--- src/rtl/arm_seq.sv ---
// arm_seq: FETCH / EXEC1 / EXEC2 / HALT instruction sequencer with a retire counter.
// Define ARM_SEQ_WAIT_EN to add the imem_ready input and stall FETCH until the word is valid.
module arm_seq (
    input  logic        clk,
    input  logic        reset,
    input  logic [15:0] imem_data,
    input  logic        zero,
    input  logic        run,
`ifdef ARM_SEQ_WAIT_EN
    input  logic        imem_ready,
`endif
    output logic [7:0]  imem_addr,
    output logic [15:0] inst,
    output logic [2:0]  state,
    output logic        halted,
    output logic        retire,
    output logic [15:0] icount
);

    typedef enum logic [2:0] {
        ST_HALT  = 3'b000,
        ST_FETCH = 3'b001,
        ST_EXEC1 = 3'b010,
        ST_EXEC2 = 3'b100
    } state_e;

    localparam logic [3:0] OP_LDR  = 4'b1110;
    localparam logic [3:0] OP_HALT = 4'b0001;
    localparam logic [3:0] OP_JMP  = 4'b0100;
    localparam logic [3:0] OP_JZ   = 4'b0101;

    state_e      state_q, state_d;
    logic [7:0]  pc_q, pc_d;
    logic [15:0] inst_q, inst_d;
    logic [15:0] icount_q, icount_d;
    logic        retire_c;
    logic        fetch_ok;

    logic [3:0]  op;
    logic        is_ldr;
    logic        is_halt;
    logic        is_jmp;
    logic        is_jz;
    logic        take_jump;

`ifdef ARM_SEQ_WAIT_EN
    assign fetch_ok = imem_ready;
`else
    assign fetch_ok = 1'b1;
`endif

    assign op        = inst_q[15:12];
    assign is_ldr    = (op == OP_LDR);
    assign is_halt   = (op == OP_HALT);
    assign is_jmp    = (op == OP_JMP);
    assign is_jz     = (op == OP_JZ);
    assign take_jump = is_jmp || (is_jz && zero);

    always_comb begin
        state_d  = state_q;
        pc_d     = pc_q;
        inst_d   = inst_q;
        retire_c = 1'b0;
        case (state_q)
            ST_FETCH: begin
                if (fetch_ok) begin
                    inst_d  = imem_data;
                    pc_d    = pc_q + 8'd1;
                    state_d = ST_EXEC1;
                end
            end
            ST_EXEC1: begin
                if (is_ldr) begin
                    state_d = ST_EXEC2;
                end else begin
                    retire_c = 1'b1;
                    state_d  = is_halt ? ST_HALT : ST_FETCH;
                    if (take_jump) begin
                        pc_d = inst_q[7:0];
                    end
                end
            end
            ST_EXEC2: begin
                retire_c = 1'b1;
                state_d  = ST_FETCH;
            end
            ST_HALT: begin
                if (run) begin
                    state_d = ST_FETCH;
                end
            end
            // Any corrupted encoding recovers through FETCH without retiring.
            default: begin
                state_d = ST_FETCH;
            end
        endcase
    end

    assign icount_d = icount_q + {15'd0, retire_c};

    always_ff @(posedge clk or posedge reset) begin
        if (reset) begin
            state_q  <= ST_FETCH;
            pc_q     <= 8'h00;
            inst_q   <= 16'h0000;
            icount_q <= 16'h0000;
        end else begin
            state_q  <= state_d;
            pc_q     <= pc_d;
            inst_q   <= inst_d;
            icount_q <= icount_d;
        end
    end

    assign imem_addr = pc_q;
    assign inst      = inst_q;
    assign state     = state_q;
    assign halted    = (state_q == ST_HALT);
    assign retire    = retire_c;
    assign icount    = icount_q;

endmodule

--- config.mk ---
export PLATFORM = sky130hd
export DESIGN_NAME = arm_seq
export DESIGN_NICKNAME = d
export VERILOG_FILES = /design/src/rtl/arm_seq.sv
export SDC_FILE = /design/constraint.sdc
export NUM_CORES = 1
export LEC_CHECK = 0
export ABC_CLOCK_PERIOD_IN_PS = 2750
export CAP_MARGIN = 10
export CORE_ASPECT_RATIO = 0.75
export CORE_UTILIZATION = 49
export DETAILED_ROUTE_END_ITERATION = 7
export PLACE_DENSITY = 0.85
export SKIP_LAST_GASP = 1
export SLEW_MARGIN = 10
export SYNTH_ARGS = -nofsm -noshare
export SYNTH_HDL_FRONTEND = slang
export SYNTH_SLANG_ARGS = --single-unit
export TNS_END_PERCENT = 30
--- constraint.sdc ---
create_clock -name clk -period 2.75 [get_ports clk]
set_input_delay 0.55 -clock clk [delete_from_list [all_inputs] [get_ports clk]]
set_output_delay 0.55 -clock clk [all_outputs]
set_load 0.02 [all_outputs]
==> results.json <==
{
  "dp.cells": 276,
  "synthFlopType": "dfrtp_1",
  "holdPathEnd": "icount[13]$_DFF_PP0_",
  "synth_edf_count": 0,
  "hold_path_class": "reg -> reg",
  "critPathArrivalTime_ns": 1.88,
  "min_period_over_period_pct": 88.3,
  "ctsHoldBuffers": 0,
  "pin_count": 65,
  "setup_viol": 0,
  "drive_above_1_share_pct": 12.6,
  "cts_sinks": 43,
  "clk_latency_ns": 0.29,
  "reg2reg_depth": 9,
  "cp-start-kind": "flip-flop",
  "hpwl_um": 3100,
  "die-area_um2": 4230,
  "grt_pass1_vias": 1461,
  "crit_start": "inst[14]$_DFFE_PP0P_",
  "drcViolationCount": 0,
  "slew_headroom_pct": 57.6,
  "die_w_um": 74.8,
  "ys_seq_area_share_pct": 55.3,
  "fp-row-count": 19,
  "syn_avg_cell_area_um2": 12.0,
  "crit_type": "reg -> out",
  "grt_usage_pct": 22.1,
  "cts_buffer_depth": 2,
  "whs_path_depth": 1,
  "final_cells": 283,
  "max-cap-violations": 0,
  "fin_crit_ns": 2.43,
  "grt-ovfl-total": 0,
  "required_ns": 2.20,
  "synthCells": 162,
  "tightest_slew_ns": 0.634,
  "routed_wl_um": 4260,
  "vias": 1498,
  "r2r-end": "icount[8]$_DFF_PP0_",
  "hold_violations": 0,
  "setup_tns_ns": 0,
  "ys_ff_latch": 43,
  "vias_per_cell": 5.29,
  "cp_max_fo": 6,
  "r2r_slack_ns": 0.59,
  "synthToLayoutAreaGrowth_pct": 40.9,
  "rr_startpoint": "inst[14]$_DFFE_PP0P_",
  "peakVddDrop_uv": 660,
  "dpl_worst_slack_ns": 0.591,
  "grt_pass1_wl_um": 6990,
  "htreeDepth": 2,
  "drt_iter0_drc": 112,
  "syn_nets": 186,
  "num-nets-final": 255,
  "rsz0062_at_grt": "false",
  "cp-end-kind": "primary output",
  "postLayoutSetupSlackWorst_ns": 0.321,
  "power.density_nw_per_um2": 1110,
  "gp_congestion": 0.785,
  "post-cts-setup-buffer-count": 0,
  "portBuffers": 64,
  "ys_async_sr_fraction_pct": 100,
  "diodes": 0,
  "ys_types": 34,
  "max_freq_mhz": 412,
  "grt_antenna_before_repair": 0,
  "synth_area_um2": 1950,
  "antenna_left": 0,
  "fp.dieH_um": 56.6,
  "finClkSkew_ns": 0.00457,
  "final-max-slew-violation-count": 0,
  "status": "complete, no violations",
  "wl_per_cell_um": 15.0,
  "yosysWarningCount": 0,
  "path_clk_slew_ns": 0.08,
  "numCtsBuffers": 5,
  "firstDrtPassIters": 4,
  "power.total_mw": 3.04,
  "hp-start": "icount[13]$_DFF_PP0_",
  "clockRootBuffer": "clkbuf_8",
  "postCtsResizedCells": 0,
  "power.leakage_nw": 1.17,
  "start_util_pct": 52.2,
  "grt_max_degree": 35,
  "coreArea_um2": 3730,
  "cts_tree": "yes"
}
## cell usage after synthesis (2+ instances only)
cell type | count | area (um2)
a21oi_1 | 10 | 50.1
a2bb2oi_1 | 2 | 17.5
and3_1 | 7 | 43.8
and4_1 | 3 | 26.3
buf_6 | 4 | 45.0
dfrtp_1 | 42 | 1050
ha_1 | 4 | 50.1
inv_1 | 3 | 11.3
mux2_2 | 16 | 180
nand2_1 | 11 | 41.3
nand2b_1 | 3 | 18.8
nand3_1 | 10 | 50.1
nand3b_1 | 2 | 15.0
nand4_1 | 2 | 12.5
nor2_1 | 6 | 22.5
nor3_1 | 2 | 10.0
o21ai_0 | 5 | 25.0
o22ai_1 | 2 | 12.5
xnor2_1 | 10 | 87.6
xor2_1 | 4 | 35.0
## through the flow
step                util (%)  area (um2)  hold WS [ns]
finish                  73.5        2740         0.495
global route            73.5        2740         0.509
CTS                     73.5        2740         0.500
detailed placement      70.7        2640         0.482
global placement        70.7        2640         0.471
floorplan                  -        1950         0.582
## worst max-delay path by stage
stage,depth (start not counted),endpoint,slack (ns)
after detailed placement,8,icount[8]$_DFF_PP0_,0.59
after floorplan,9,icount[8]$_DFF_PP0_,0.48
final,4,retire,0.32
after global placement,3,retire,0.67
after CTS,3,retire,0.30
after global routing,3,retire,0.22
## worst max-delay path, stage by stage (launching register included)
cell and delay (ns):
dfrtp_1 0.43, nand4b_1 0.17, nand3b_1 0.10, a21oi_1 0.24
clkdlybuf4s50_1 0.65
## per-layer routing
metal,GRT usage (%),up-vias,wire [um]
met3,5.57,5,224
met2,33.1,45,1880
met4,6.47,0,38
met1,31.6,723,2120
met5,0,-,0
li1,-,725,-
## final cells by class
type / count / area, um2
Sequential cell: 43 / 1080
Fill cell: 282 / 990
Multi-Input combinational cell: 111 / 811
Timing Repair Buffer: 67 / 676
Clock buffer: 6 / 72.6
Tap cell: 52 / 65.1
Clock inverter: 1 / 30.0
Inverter: 3 / 11.3
## power by group
group	internal [mW]	total, mW	switching, mW
registers	0.872	1.13	0.254
logic	0.744	1.44	0.696
clock network	0.266	0.470	0.204
total	1.88	3.04	1.15
## state kept, by name, indices dropped and copies added (netlist names)
name and flops:
icount 16, imem_addr 8, inst 16, state 3
## placed cells by master (no fill, tap or decap), types with 2 or more instances in the layout
cell type	synthesis	layout
a21oi_1	10	10
a2bb2oi_1	2	2
and3_1	7	7
and4_1	3	3
buf_4	1	2
clkbuf_8	0	5
clkdlybuf4s50_1	0	64
dfrtp_1	42	42
ha_1	4	4
inv_1	3	3
mux2_2	16	16
nand2_1	11	11
nand2b_1	3	3
nand3_1	10	10
nand3b_1	2	2
nand4_1	2	2
nor2_1	6	6
nor3_1	2	2
o21ai_0	5	5
o22ai_1	2	2
xnor2_1	10	10
xor2_1	4	4
## kinds of logic (layout without fill, tap and decap cells)
logic type / Yosys count / count (layout) / share of synthesized area, %
DFF: 43 / 43 / 55.3
adders and majority gates: 4 / 4 / 2.57
muxes: 16 / 16 / 9.25
and+or+nand+nor: 50 / 50 / 14.6
xor gates and xnor gates: 14 / 14 / 6.30
buffers and inverters: 8 / 77 / 3.28
AOI/OAI and AO/OA: 27 / 27 / 8.68
(Power assumes the default switching activity.)
